`src/rtl/rubiks_pkg.sv`:
```
// Shared definitions for the cube display pipeline: frame geometry, latch gap
// default and the frame scheduler state encoding.
package rubiks_pkg;

  localparam int NUM_FACES        = 6;
  localparam int PIX_PER_FACE     = 64;
  localparam int LATCH_CYCLES     = 2000;
  localparam int SQUARE_BITS      = 8;
  localparam int SQUARES_PER_FACE = 9;
  localparam int FACE_BITS        = SQUARE_BITS * SQUARES_PER_FACE;

  typedef enum logic [1:0] {
    IDLE  = 2'd0,
    SNAP  = 2'd1,
    SEND  = 2'd2,
    LATCH = 2'd3
  } sched_state_e;

endpackage

```
`src/rtl/gap_timer.sv`:
```
// Latch-gap timer: load restarts the count at 0, the count then advances once
// per cycle and parks at LATCH_CYCLES-1, where done is asserted.
module gap_timer #(
  parameter int LATCH_CYCLES = rubiks_pkg::LATCH_CYCLES
) (
  input  logic clk,
  input  logic reset,
  input  logic load,
  output logic done
);

  localparam int CW = (LATCH_CYCLES > 1) ? $clog2(LATCH_CYCLES) : 1;
  localparam logic [CW-1:0] LAST = CW'(LATCH_CYCLES - 1);

  logic [CW-1:0] count_q, count_d;

  // Next count: restart on load, otherwise step until the last value and hold there.
  always_comb begin
    count_d = count_q;
    if (load) begin
      count_d = '0;
    end else if (count_q != LAST) begin
      count_d = count_q + CW'(1);
    end
  end

  // Count register.
  always_ff @(posedge clk) begin
    if (reset) begin
      count_q <= '0;
    end else begin
      count_q <= count_d;
    end
  end

  assign done = (count_q == LAST);

endmodule

```
`src/rtl/frame_scheduler.sv`:
```
// Frame scheduler: snapshots the cube orientation on request, walks every LED
// of every face through a valid/ready handshake, then holds the latch gap.
// Requests arriving while a frame is in flight collapse into one pending frame.
module frame_scheduler
  import rubiks_pkg::*;
#(
  parameter int NUM_FACES    = rubiks_pkg::NUM_FACES,
  parameter int PIX_PER_FACE = rubiks_pkg::PIX_PER_FACE,
  parameter int LATCH_CYCLES = rubiks_pkg::LATCH_CYCLES
) (
  input  logic                           clk,
  input  logic                           reset,
  input  logic [NUM_FACES*FACE_BITS-1:0] orientation,
  input  logic                           start,
  output logic [FACE_BITS-1:0]           face_orient,
  output logic [2:0]                     face_idx,
  output logic [5:0]                     pix_idx,
  output logic                           pix_valid,
  input  logic                           pix_ready,
  output logic                           latching,
  output logic                           busy,
  output logic                           frame_done
);

  localparam logic [2:0] FACE_LAST = 3'(NUM_FACES - 1);
  localparam logic [5:0] PIX_LAST  = 6'(PIX_PER_FACE - 1);

  sched_state_e state_q, state_d;
  logic [2:0]   face_idx_q, face_idx_d;
  logic [5:0]   pix_idx_q, pix_idx_d;
  logic         pending_q, pending_d;
  logic         snap_en;
  logic         timer_load;
  logic         timer_done;

  logic [NUM_FACES-1:0][FACE_BITS-1:0] snap_q;

  // One snapshot register per face; captured only in SNAP so later orientation
  // changes never leak into a frame already in progress.
  generate
    for (genvar gi = 0; gi < NUM_FACES; gi++) begin : g_snap
      logic [FACE_BITS-1:0] slice_q;

      // Capture this face's slice of the orientation bus.
      always_ff @(posedge clk) begin
        if (reset) begin
          slice_q <= '0;
        end else if (snap_en) begin
          slice_q <= orientation[gi*FACE_BITS +: FACE_BITS];
        end
      end

      assign snap_q[gi] = slice_q;
    end
  endgenerate

  // Face data follows the current face index straight out of the snapshot.
  always_comb begin
    face_orient = '0;
    if (int'(face_idx_q) < NUM_FACES) begin
      face_orient = snap_q[face_idx_q];
    end
  end

  gap_timer #(
    .LATCH_CYCLES(LATCH_CYCLES)
  ) u_gap_timer (
    .clk  (clk),
    .reset(reset),
    .load (timer_load),
    .done (timer_done)
  );

  // Next-state, index stepping, pending tracking and handshake outputs.
  always_comb begin
    state_d    = state_q;
    face_idx_d = face_idx_q;
    pix_idx_d  = pix_idx_q;
    pending_d  = pending_q;
    snap_en    = 1'b0;
    timer_load = 1'b0;
    pix_valid  = 1'b0;
    latching   = 1'b0;
    frame_done = 1'b0;
    busy       = (state_q != IDLE);

    case (state_q)
      IDLE: begin
        if (start || pending_q) begin
          state_d = SNAP;
        end
      end
      SNAP: begin
        snap_en    = 1'b1;
        face_idx_d = '0;
        pix_idx_d  = '0;
        pending_d  = 1'b0;
        state_d    = SEND;
      end
      SEND: begin
        pix_valid = 1'b1;
        if (pix_ready) begin
          if (pix_idx_q == PIX_LAST) begin
            pix_idx_d = '0;
            if (face_idx_q == FACE_LAST) begin
              face_idx_d = '0;
              timer_load = 1'b1;
              state_d    = LATCH;
            end else begin
              face_idx_d = face_idx_q + 3'd1;
            end
          end else begin
            pix_idx_d = pix_idx_q + 6'd1;
          end
        end
      end
      LATCH: begin
        latching = 1'b1;
        if (timer_done) begin
          frame_done = 1'b1;
          state_d    = IDLE;
        end
      end
      default: state_d = IDLE;
    endcase

    // A request while busy (including SNAP and the frame_done cycle) is
    // remembered and wins over the SNAP clear.
    if (start && busy) begin
      pending_d = 1'b1;
    end
  end

  // State, index and pending registers.
  always_ff @(posedge clk) begin
    if (reset) begin
      state_q    <= IDLE;
      face_idx_q <= '0;
      pix_idx_q  <= '0;
      pending_q  <= 1'b0;
    end else begin
      state_q    <= state_d;
      face_idx_q <= face_idx_d;
      pix_idx_q  <= pix_idx_d;
      pending_q  <= pending_d;
    end
  end

  assign face_idx = face_idx_q;
  assign pix_idx  = pix_idx_q;

endmodule

```
`config.mk`:
```
export PLATFORM = sky130hd
export DESIGN_NAME = frame_scheduler
export DESIGN_NICKNAME = d
export VERILOG_FILES = /design/src/rtl/rubiks_pkg.sv /design/src/rtl/gap_timer.sv /design/src/rtl/frame_scheduler.sv
export SDC_FILE = /design/constraint.sdc
export NUM_CORES = 1
export LEC_CHECK = 0
export CORE_MARGIN = 2
export CORE_UTILIZATION = 49
export CTS_CLUSTER_DIAMETER = 120
export DETAILED_ROUTE_END_ITERATION = 12
export GPL_TIMING_DRIVEN = 0
export HOLD_SLACK_MARGIN = 0.1
export PLACE_DENSITY = 0.9
export SKIP_LAST_GASP = 1
export SYNTH_ARGS = -nofsm -noshare
export SYNTH_HDL_FRONTEND = slang
export SYNTH_HIERARCHICAL = 1
export SYNTH_SLANG_ARGS = --single-unit
```
`constraint.sdc`:
```
create_clock -name clk -period 2 [get_ports clk]
set_input_delay 0.5 -clock clk [delete_from_list [all_inputs] [get_ports clk]]
set_output_delay 0.5 -clock clk [all_outputs]
set_load 0.1 [all_outputs]
```
# Yosys cells after proc, flatten, opt, wreduce, memory -nomap -nowiden
# Index checks and enable logic that the tools add are counted.
op_classes:
  n_eq_ne: 12
  n_addsub: 3
  reduce_logical: 10
  n_mul: 0
  n_lt_le_gt_ge: 2
  shifts: 0
  mux: 27
  bitwise_logic: 0
  div_mod_pow: 0
op_table:
  columns: ["cell", "n"]
  rows:
  - ["$bmux W72 S3", 1]
  - ["$mux W72", 2]
  - ["$mux W6", 2]
  - ["$pmux W6 S2", 1]
  - ["$add A11 B1 Y11 const B", 1]
  - ["$eq A11 B11 Y1 const B", 1]
  - ["$mux W1", 11]
  - ["$ne A11 B11 Y1 const B", 1]
  - ["$mux W2", 5]
  - ["$ne A2 B2 Y1 const B", 5]
  - ["$mux W3", 3]
  - ["$pmux W2 S4", 1]
  - ["$add A6 B1 Y6 const B", 1]
  - ["$eq A6 B6 Y1 const B", 1]
  - ["$pmux W3 S2", 1]
  - ["$reduce_bool A2 Y1", 3]
  - ["$reduce_and A5 Y1", 1]
  - ["$eq A2 B2 Y1 const B", 2]
  - ["$lt A3 B4 Y1 const B", 1]
  - ["$add A3 B1 Y3 const B", 1]
  - ["$eq A3 B3 Y1 const B", 1]
  - ["$lt A3 B3 Y1 const B", 1]
  - ["$reduce_and A3 Y1", 1]
  - ["$eq A2 B1 Y1 const B", 1]
  - ["5 further kinds", 5]
totals:
  memories: 0
  rom_bits: 0
  out_inout_bits: 85
  latchBits: 0
  ramBits: 0
  inputBits: 436
  regBits: 455
  word_cells: 65

# Depth between registers and ports, before layout
# Gate-level depths: netlist (run 1).
depth:
  word_depth: 6
  depth_mapped: 8
  ltp_nobuf: 7

# Hierarchy
# The synthesis (run 1) kept the hierarchy.
by_module_without_submodules:
  columns: ["mod", "seq_area_each_um2", "n_inst", "cells_per_inst", "area_each_um2"]
  rows:
  - ["frame_scheduler", 8888.5, 1, 1808, 19192.2]
  - ["gap_timer", 220.2, 1, 61, 548.0]

# Worst setup path after synthesis (run 1)
# No wires, ideal clock.
synth_timing:
  path_kind: "flip-flop to output port"
  start: "register face_idx_q[0] (netlist: face_idx[0])"
  end: "output port face_orient[64]"
  path_stages_with_launch: 7
  t_arrival_ns: 3.241
  path_buffers: 4
  slack_ns: -1.741
  path_cell_list: "dfxtp_1 buf_4 buf_6 buf_6 buf_4 mux2i_1 o22ai_1"
synth_between:
  elab_chain_len: 3
  word_cells_on_any_way: 4
  classes_between: "1 x order compare; 3 x mux"
synth_rtl:
  columns: ["element", "line", "text"]
  rows:
  - ["start: declaration", "frame_scheduler.sv:29", "logic [2:0] face_idx_q, face_idx_d;"]
  - ["start signal: assignment", "frame_scheduler.sv:143", "face_idx_q <= face_idx_d;"]
  - ["$bmux W72 S3", "frame_scheduler.sv:61", "face_orient = snap_q[face_idx_q];"]
  - ["$mux W72 (implied by the code)", "frame_scheduler.sv:61", null]
  - ["$mux W72 *", "frame_scheduler.sv:60", "if (int'(face_idx_q) < NUM_FACES) begin"]
  - ["end: declaration", "frame_scheduler.sv:15", "output logic [FACE_BITS-1:0] face_orient,"]
# Every way passes the cells marked *; elsewhere a longest branch is shown, timed or not. The select of a mux whose other input is x is not followed.

# Worst setup path in the final report (run 1)
layout_timing:
  start: "register face_idx_q[0] (netlist: face_idx[0])"
  end: "output port face_orient[50]"
# Same word-level chain as after synthesis.

==> run metrics, run 1 <==
status finished with violations; failing checks negative setup slack; multi-input logic area 10700 µm²; Synth Area in XOR/XNOR 0.001775; Cell Area, Placed 26080 µm²; Die Wd 204.7 µm; Max FO, Critical Path 10; Clock Skews 0.01920 ns; hold slack 0.4913 ns; Final ANT Viol Nets 0; Hold Path Class reg2reg; Buffers on Ports 520; register cell area after layout 9151 µm²; final setup vio count 78; Initial Utilization 0.4968; leakage 11.00 nW; root buffer cell clkbuf_16; Remaining DRCs 0; Detailed Place HPWL 53290 µm; sequential share of the synthesized area 0.4614; H-tree Lvls 2; GP Congestion 0.9451; vias post-DR 18295; yosys warns 6; initial antenna violation count 13; Num Clock Sinks 455; Setup crit end kind output port; largest net degree at the start of global routing 14; clock buffer depth 3; final worst path period share 1.425; CTS tree done; maximum vdd drop 1.106 mV; Max Cap Viol 0; 1st-pass router iterations 5; RSZ-0062 raised after global routing true; Final Core Density 0.7576; main combinational cell family by area after synthesis multiplexers; EDFF count, synth 0; Design Area, Final 30100 µm²; First DRT Iteration DRCs 1475; crit path launch type register; min cycle time layout 2.849 ns; Pwr per Cell Area 1202 nW/µm²; # hold bufs at CTS 0; Fill cells 2293; synthesized instance count 1869; Final Slew Violations 0; Nets 2910; vias in the first global route 19227; drt via density 6.010; Syn Nets 2311; Reg clk slew, reported paths 0.06 ns; ys flop type dfxtp_1; fraction of registers with async set/reset 0; Layout area overhead 52.49%; Synth Register Bits 455; clock latency at the later pin of the worst-skew pair 0.60 ns; Post-Synth Adder-Cell Area 0.003803; Cell Rows 73; Synth Area in Compound Gates 0.03404; mapped cell area 19740 µm²; crit path DAT 2.35 ns; reg2reg setup slack 0 ns; Yosys cell types 48; Overflow after GRT 0; WL/cell 27.50 µm; Final Hold Viols 0; total track usage 0.3662; Die H 204.7 µm; relative slew slack 0.2488; crit path kind reg2out; Synth Area in Simple Gates 0.1006; mux share of post-synthesis cell area 0.3408; Core Region 39730 µm²; final setup margin -0.8494 ns; FMAX 350.9 MHz; CTS Buf Count 46; total power draw 36.20 mW; Die ar. 41910 µm²; Total Wirelength 83710 µm; Avg Inst Size Synth 10.56 µm²; share of cells above drive strength 1 0.2299; Required @ worst endpoint 1.50 ns; Worst Tran Pin Value 1.125 ns; first-pass GRT wire length 114600 µm; Ports 521
-- cell usage after synthesis, types with 2 or more instances --
library cell  count  area share
dfxtp_1         455        0.46
mux4_2           72       0.082
buf_1            12      0.0023
xor2_1            2     0.00089
nand4_1           3     0.00095
buf_2            40       0.010
or3_1             3     0.00095
buf_6            17      0.0097
nor3_1            8      0.0020
a31oi_1           3     0.00095
a211oi_1          3      0.0011
a21oi_1           8      0.0020
nand2_1          13      0.0025
nor4_1            3     0.00095
o31ai_1           5      0.0019
or4_1             5      0.0019
nand2b_1          4      0.0013
mux2i_1         509        0.26
o21ai_0           7      0.0018
o22ai_1          72       0.023
xnor2_1           2     0.00089
nand3_1           5      0.0013
or2_2             2     0.00063
inv_1            79       0.015
ha_1              6      0.0038
buf_4            29       0.011
clkbuf_1         44      0.0084
nor2_1          438       0.083
-- final cells by class --
cell class,instances,area share
tap,525,0.02182
sequential,455,0.3040
inverter,79,0.01002
antenna,14,0.001164
multi-input combinational,1192,0.3555
clock inverter,11,0.004447
clock buffer,74,0.04817
timing repair buffer,553,0.2129
buffer,141,0.04206
-- power breakdown --
group | internal, mW | switching (mW) | leakage, nW
Clock | 5.35 | 3.86 | 0.782
Sequential | 10.9 | 1.32 | 3.73
Combinational | 6.42 | 8.30 | 6.49
Total | 22.7 | 13.5 | 11.0
-- critical path: stages, from the launching register on --
cell       delay, ns
dfxtp_4         0.36
buf_12          0.14
clkbuf_16       0.17
buf_6           0.20
mux2i_1         0.48
o22ai_4         0.19
buf_12          0.21
-- final timing paths --
kind                         start                     to  cells past startpoint
min reg2reg  g_snap[3].slice_q[71]  g_snap[3].slice_q[71]                      2
max reg2reg             state_q[1]  g_snap[0].slice_q[62]                      7
max                    face_idx[0]        face_orient[50]                      6
min          g_snap[3].slice_q[71]  g_snap[3].slice_q[71]                      2
-- flip-flops by register name (all words and copies together), names as in the netlist --
| register | cells |
|---|---|
| g_snap.slice_q | 432 |
| u_gap_timer/count_q | 11 |
| pix_idx | 6 |
| face_idx | 3 |
| state_q | 2 |
| pending_q | 1 |
-- placed cells by master, fill, tap and decap left out, types with 4 or more instances in the layout --
| cell type | synthesis | final |
|---|---|---|
| buf_8 | 0 | 14 |
| or4_1 | 5 | 5 |
| diode_2 | 0 | 14 |
| dfxtp_1 | 455 | 437 |
| clkbuf_16 | 0 | 61 |
| buf_4 | 29 | 35 |
| dfxtp_2 | 0 | 10 |
| buf_12 | 1 | 87 |
| nor2_1 | 438 | 438 |
| clkbuf_8 | 0 | 15 |
| buf_1 | 12 | 10 |
| mux4_2 | 72 | 72 |
| clkinv_2 | 0 | 6 |
| o31ai_1 | 5 | 5 |
| inv_2 | 0 | 69 |
| nand2_1 | 13 | 13 |
| a21oi_1 | 8 | 8 |
| nor3_1 | 8 | 8 |
| buf_16 | 0 | 4 |
| o22ai_4 | 0 | 58 |
| o21ai_0 | 7 | 7 |
| clkbuf_4 | 0 | 16 |
| inv_1 | 79 | 8 |
| mux2i_1 | 509 | 468 |
| mux2i_2 | 0 | 29 |
| buf_2 | 40 | 22 |
| buf_6 | 17 | 19 |
| clkbuf_1 | 44 | 44 |
| dfxtp_4 | 0 | 8 |
| o22ai_2 | 0 | 12 |
| clkdlybuf4s50_1 | 0 | 435 |
| nand3_1 | 5 | 5 |
| mux2i_4 | 0 | 12 |
| clkbuf_2 | 0 | 4 |
-- cells by family after synthesis --
| kind of cell | Yosys count |
|---|---|
| AND/OR/NAND/NOR | 494 |
| XOR/XNOR | 4 |
| AO/OA/AOI/OAI | 106 |
| multiplexers | 582 |
| adder cells (fa/ha/maj) | 6 |
| buffers and inverters | 222 |
| flip-flops | 455 |
-- through the flow --
stage,setup TNS (ns),cells,setup WS (ns)
final,-47.35,3044,-0.8494
after global routing,-50.25,3044,-1.005
after CTS,-65.76,3017,-0.7417
after detailed placement,-248.63,2914,-1.663
after global placement,-241.21,2914,-1.654
after floorplan,-59.61,1869,-1.172
-- layer usage --
metal  GRT usage  part of all wire
met5           0                 0
met4      0.2565             0.086
met3     0.08304             0.087
met2      0.6236              0.48
met1      0.4047              0.35
-- what timing repair did --
action / in CTS / in global routing
setup buffers: 14 / 8
gates cloned: 5 / 9
pin swaps: 6 / 19
resized for setup: 741 / 285
endpoints found under the setup margin: 210 / 401
No activity file was read; power rests on OpenSTA's default activity.
==> run 2: changes to the inputs <==
SYNTH_HIERARCHICAL = not set   (was 1)
==> run 2 against run 1 <==
Against the previous run:
- the run still ends with negative setup slack left
- worst hold slack got worse by 0.15 ns
- clock-buffer cell count decreased by 12
- register-to-register slack improved by 0.02 ns
- core utilization increased by 1.6 points
- worst setup slack improved by 0.018 ns
- cell area decreased by 0.16%
- area after synthesis decreased by 1.8%
- fmax increased by 0.65%
- non-clock buffer count increased by 9
- clock skew increased by 0.011 ns
- power increased by 4.1%
- global-route usage increased by 1.6 points
- critical path type unchanged
- highest routed layer is now met5
==> run metrics, run 2 <==
most common cell in the synthesized netlist mux2i_1 (unchanged); largest net degree at the start of global routing 15 (was 14); Syn Nets 2301 (was 2311); CTS Buf Count 47 (was 46); # hold bufs at CTS 0 (unchanged); failing checks negative setup slack (unchanged); Die Wd 202.9 µm (was 204.7 µm); Detailed Place HPWL 56400 µm (was 53290 µm); WL/cell 26.81 µm (was 27.50 µm); Cell Rows 72 (was 73); Remaining DRCs 0 (unchanged); Core Region 38830 µm² (was 39730 µm²); Avg Inst Size Synth 10.42 µm² (was 10.56 µm²); Max FO, Critical Path 10 (unchanged); relative slew slack 0.2130 (was 0.2488); Required @ worst endpoint 1.50 ns (about the same); FMAX 353.2 MHz (was 350.9 MHz); Buffers on Ports 519 (was 520); H-tree Lvls 2 (unchanged); status finished with violations (unchanged); Setup crit end kind output port (unchanged); Synth Register Bits 455 (unchanged); R2R Path Start u_gap_timer.count_q[6] (was state_q[1]); Num Clock Sinks 455 (unchanged); Final ANT Viol Nets 0 (unchanged); initial antenna violation count 23 (was 13); total power draw 37.68 mW (was 36.20 mW); Cell Area, Placed 26600 µm² (was 26080 µm²); Final Hold Viols 0 (unchanged); sequential share of the synthesized area 0.4700 (was 0.4614); fraction of registers with async set/reset 0 (unchanged); Die H 202.9 µm (was 204.7 µm); GP Congestion 0.9194 (was 0.9451); commonest non-fill, non-tap cell in the layout mux2i_1 (unchanged); EDFF count, synth 0 (unchanged); Layout area overhead 55.08% (was 52.49%); final setup margin -0.8311 ns (was -0.8494 ns); Endpoint, Worst Hold u_gap_timer.count_q[2] (was g_snap[3].slice_q[71]); crit path kind reg2out (unchanged); Fill cells 2314 (was 2293); clock latency at the later pin of the worst-skew pair 0.60 ns (about the same); worst hold start reset (was g_snap[3].slice_q[71]); share of cells above drive strength 1 0.2236 (was 0.2299); Clock Skews 0.03010 ns (was 0.01920 ns); ranking of synthesized cells by area dfxtp_1 47%, mux2i_1 26%, nor2_1 8.7% (was dfxtp_1 46%, mux2i_1 26%, nor2_1 8.3%); Yosys cell types 44 (was 48); Max Cap Viol 0 (unchanged); ys flop type dfxtp_1 (unchanged); RSZ-0062 raised after global routing true (unchanged); post-synth top area share 0.4700 (was 0.4614); Final Slew Violations 0 (unchanged); Pwr per Cell Area 1254 nW/µm² (was 1202 nW/µm²); final worst path period share 1.416 (was 1.425); Ports 521 (unchanged); yosys warns 0 (was 6); area leader, netlist dfxtp_1 (unchanged); Overflow after GRT 0 (unchanged); Hold Path Class in2reg (was reg2reg); 1st-pass router iterations 6 (was 5); Hold Path Stages 3 (was 2); Setup WS pre-CTS -1.285 ns (was -1.663 ns); first-pass GRT wire length 116100 µm (was 114600 µm); Final Core Density 0.7741 (was 0.7576); synth cell count leaders 507 x mux2i_1, 455 x dfxtp_1, 447 x nor2_1, 82 x clkbuf_1, 77 x inv_1 (was 509 x mux2i_1, 455 x dfxtp_1, 438 x nor2_1, 79 x inv_1); vias in the first global route 18749 (was 19227); CTS tree done (unchanged); hold slack 0.3453 ns (was 0.4913 ns); drt via density 5.818 (was 6.010); reg2reg end state_q[0] (was g_snap[0].slice_q[62]); number of flip-flops in the largest register 432 (unchanged); final setup vio count 73 (was 78); First DRT Iteration DRCs 1294 (was 1475); reg2reg setup slack 0.02 ns (was 0 ns); synthesized instance count 1859 (was 1869); min cycle time layout 2.831 ns (was 2.849 ns); commonest non-fill, non-tap cells in the layout 476 x mux2i_1, 446 x nor2_1, 437 x dfxtp_1, 434 x clkdlybuf4s50_1 (was 468 x mux2i_1, 438 x nor2_1, 437 x dfxtp_1, 435 x clkdlybuf4s50_1, 87 x buf_12); leakage 10.98 nW (was 11.00 nW); Reg clk slew, reported paths 0.07 ns (was 0.06 ns); clock buffer depth 3 (unchanged); vias post-DR 17710 (was 18295); Worst Tran Pin Value 1.180 ns (was 1.125 ns); crit path DAT 2.33 ns (was 2.35 ns); Total Wirelength 81610 µm (was 83710 µm); total track usage 0.3823 (was 0.3662); Design Area, Final 30060 µm² (was 30100 µm²); largest register by flop count g_snap.slice_q (unchanged); Nets 2910 (unchanged); root buffer cell clkbuf_16 (unchanged); Die ar. 41160 µm² (was 41910 µm²); number of cells on the worst reg-to-reg path 5 (was 7); crit path launch type register (unchanged); Initial Utilization 0.4991 (was 0.4968); mapped cell area 19380 µm² (was 19740 µm²); maximum vdd drop 1.065 mV (was 1.106 mV)
==> run 2: cell types whose count changed in the layout (fill, tap and decap cells not counted), moves of 13 or more <==
| cell | change |
|---|---|
| mux2i_2 | -13 |
| o22ai_4 | +14 |
| buf_2 | -13 |
| clkbuf_1 | +13 |
| inv_1 | +14 |
| clkbuf_4 | +14 |
| buf_12 | -15 |
| inv_2 | -14 |
==> run 2: worst max-delay path by stage <==
stage	from	to	slack (ns)
finish	face_idx[1]	face_orient[58]	-0.83
global route	face_idx[1]	face_orient[2]	-0.87
CTS	face_idx[1]	face_orient[40]	-0.86
detailed placement	face_idx[0]	face_orient[38]	-1.29
global placement	face_idx[0]	face_orient[38]	-1.28
floorplan	face_idx[1]	face_orient[24]	-0.36
==> run 2: critical path, stage by stage, from the launching register on <==
cell and delay [ns]:
dfxtp_4 0.36, clkbuf_16 0.15, buf_12 0.15, buf_16 0.16
mux4_2 0.55, inv_2 0.10, o22ai_4 0.08, buf_12 0.19
==> run 2: per-stage QoR <==
step	std cells	setup TNS, ns
6_report	3044	-52.60
4_1_cts	3005	-55.24
3_3_place_gp	2896	-418.81
2_1_floorplan	1859	-22.06
3_5_place_dp	2896	-442.77
5_1_grt	3039	-55.88
==> run 2: layout make-up <==
cell class	instances	area, µm²	share of cell area
clock inverters	24	359.1	0.01195
flip-flops and latches	455	9151	0.3045
clock buffers	62	1304	0.04338
inverters	77	289.0	0.009617
well taps	518	648.1	0.02156
plain buffers	142	1279	0.04255
multi-input cells	1184	10720	0.3566
diodes	21	52.55	0.001748
repair buffers	561	6254	0.2081
==> run 2: repair_timing <==
item,CTS,global route
pin swaps,7,13
resized for setup,876,115
gates cloned,5,1
endpoints found under the setup margin,516,435
buffers inserted,19,18
==> run 2: logic make-up (layout without fill, tap and decap cells) <==
logic type	count (synthesis)	after routing	synth area share
adder cells (fa/ha/maj)	6	6	0.003874
buffers and inverters	220	866	0.04410
XOR/XNOR	7	7	0.003164
AO/OA/AOI/OAI	98	98	0.03189
other	0	21	0
flip-flops	455	455	0.4700
multiplexers	579	579	0.3455
AND/OR/NAND/NOR	494	494	0.1014
==> run 2: layer usage <==
layer,track usage,share of wire
met1,0.4267,0.35
met2,0.6569,0.49
met3,0.1035,0.095
met4,0.2216,0.065
met5,0,0.00062
==> run 2: power breakdown <==
part	total [mW]	switching [mW]	internal [mW]
Sequential	12.2	1.22	11.0
Combinational	15.9	8.91	6.96
Clock	9.62	3.86	5.77
Total	37.7	14.0	23.7
==> run 3: changes to the inputs <==
SLEW_MARGIN = 20   (was not set)
==> results of run 3 <==
Final layout, timing and power as in run 2 (identical DEF).
==> edit (settings of run 2) <==
Set the package constant `LATCH_CYCLES` to 4000 (it was 2000).
--- a/src/rtl/rubiks_pkg.sv
+++ b/src/rtl/rubiks_pkg.sv
@@ -4,7 +4,7 @@
 
   localparam int NUM_FACES        = 6;
   localparam int PIX_PER_FACE     = 64;
-  localparam int LATCH_CYCLES     = 2000;
+  localparam int LATCH_CYCLES     = 4000;
   localparam int SQUARE_BITS      = 8;
   localparam int SQUARES_PER_FACE = 9;
   localparam int FACE_BITS        = SQUARE_BITS * SQUARES_PER_FACE;
Behaviour: same outputs for any inputs over 4 cycles, from zero or initial values and one cycle with reset high; that may be too few to reach the edited logic, so the function may still have changed.
==> edit against run 2 <==
The run still ends with setup timing left; core utilization rose by 0.73 points; cell area rose by 1.2%; wire length rose by 2.0%; total power fell by 1.1%; critical path depth did not move; via count rose by 1.4%; setup slack got worse by 0.032 ns; fmax fell by 1.1%; sequential cell count rose by 1; area after synthesis rose by 0.28%; first-iteration DRC count rose by 11%; largest cell class unchanged.
==> edit: results (changes against run 2) <==
Status: complete, but fails checks
Failing checks: setup timing
Initial DRC count: 1437 (+11%)
Layout cells sized above 1: 0.231 (+0.00764)
Worst setup margin: -0.863 ns (-0.0315 ns)
Met2 usage in global routing: 0.637 (-0.0194)
Final wirelength: 83300 um (+2.0%)
Critical Path Max Stage Delay: 0.53 ns (-0.02 ns)
Fin Setup TNS: -53.67 ns (-1.07 ns)
Most frequent cells after synthesis: mux2i_1 (506), dfxtp_1 (456), nor2_1 (448)
Fill count: 2259 (-2.4%)
Gpl congestion: 0.922 (+0.26%)
Routed met3 length: 8500 um (+9.8%)
Mux share of post-synthesis cell area: 0.344 (-0.00147)
RR Startpoint: state_q[1]
Total Routing Usage GR: 0.378 (-0.00385)
Metal-1 WL: 29100 um (+1.2%)
First-pass GRT wire length: 116000 um (-0.31%)
Largest net degree at the start of global routing: 14 (-1)
Worst-Margin Slew: 1.10 ns (-0.0802 ns)
Vias in the first global route: 18640 (-0.58%)
Layout Nets: 2937 (+0.93%)
XOR/XNOR Fraction of Synth Area: 0.00451 (+0.00134)
Initial antenna violation count: 22 (-4.3%)
Synth Area in Compound Gates: 0.0312 (-0.000668)
Adder-Cell Fraction of Synth Area: 0.00386 (-0.0000107)
Final Setup Violations: 83 (+14%)
Overall via count from detail_route: 17960 (+1.4%)
Arr. time, crit path: 2.36 ns (+0.03 ns)
Final Skew: 0.0102 ns (-0.0199 ns)
Synth Net Count: 2313 (+0.52%)
Synth top area cells: dfxtp_1 (47%), mux2i_1 (26%), nor2_1 (8.7%)
Worst IR drop on VDD: 994 uV (-6.6%)
Dpl ws: -1.37 ns (-0.0895 ns)
Met2 Wirelength: 40100 um (+0.82%)
==> edit: cell types whose count changed after synthesis, moves of 2 or more <==
cell and change:
a21oi_1 +2, or4_1 -2, nand3_1 +3, clkbuf_1 -10, nor4_1 +3, nor3_1 +4
a211oi_1 -2, buf_1 +7, xnor2_1 +3, buf_2 +6
==> edit: layout make-up <==
type                            count  area share
Buffer                            140      0.0416
Clock buffer                       67      0.0455
Multi-Input combinational cell   1193       0.353
Tap cell                          518      0.0213
Inverter                           77     0.00959
Timing Repair Buffer              580       0.221
Clock inverter                     13     0.00543
Antenna cell                       21     0.00173
Sequential cell                   456       0.301
==> edit: where the power goes <==
part           total, mW  switching, mW  internal, mW
logic               16.0           8.92          7.09
clock network       9.03           3.74          5.29
registers           12.2           1.23          11.0
total               37.3           13.9          23.4
==> edit: tightest hold or removal path: stages <==
cell and delay [ns]:
clkbuf_1 0.17, o21bai_2 0.18, buf_4 0.12, a21oi_1 0.04
==> edit: final timing paths <==
| path | endpoint | slack [ns] | cells past startpoint |
|---|---|---|---|
| worst min-delay path | u_gap_timer.count_q[1] | 0.46 | 4 |
| worst min register to register | g_snap[1].slice_q[45] | 0.49 | 2 |
| worst max-delay path | face_orient[11] | -0.86 | 7 |
| worst max register to register | u_gap_timer.count_q[0] | -0.02 | 9 |
==> edit: kinds of logic after synthesis <==
family,count (synthesis)
flops,456
buf+inv,222
fa+ha+maj,6
mux,578
compound gates,97
simple gates,502
xor+xnor,10
==> edit: stage by stage <==
stage          instances  instance area, sq um  total power, mW
2_1_floorplan       1871                 20700             22.4
3_3_place_gp        2908                 26600             25.9
3_5_place_dp        2908                 26600             26.4
4_1_cts             3030                 29800             36.4
5_1_grt             3056                 30400             38.4
6_report            3065                 30400             37.3
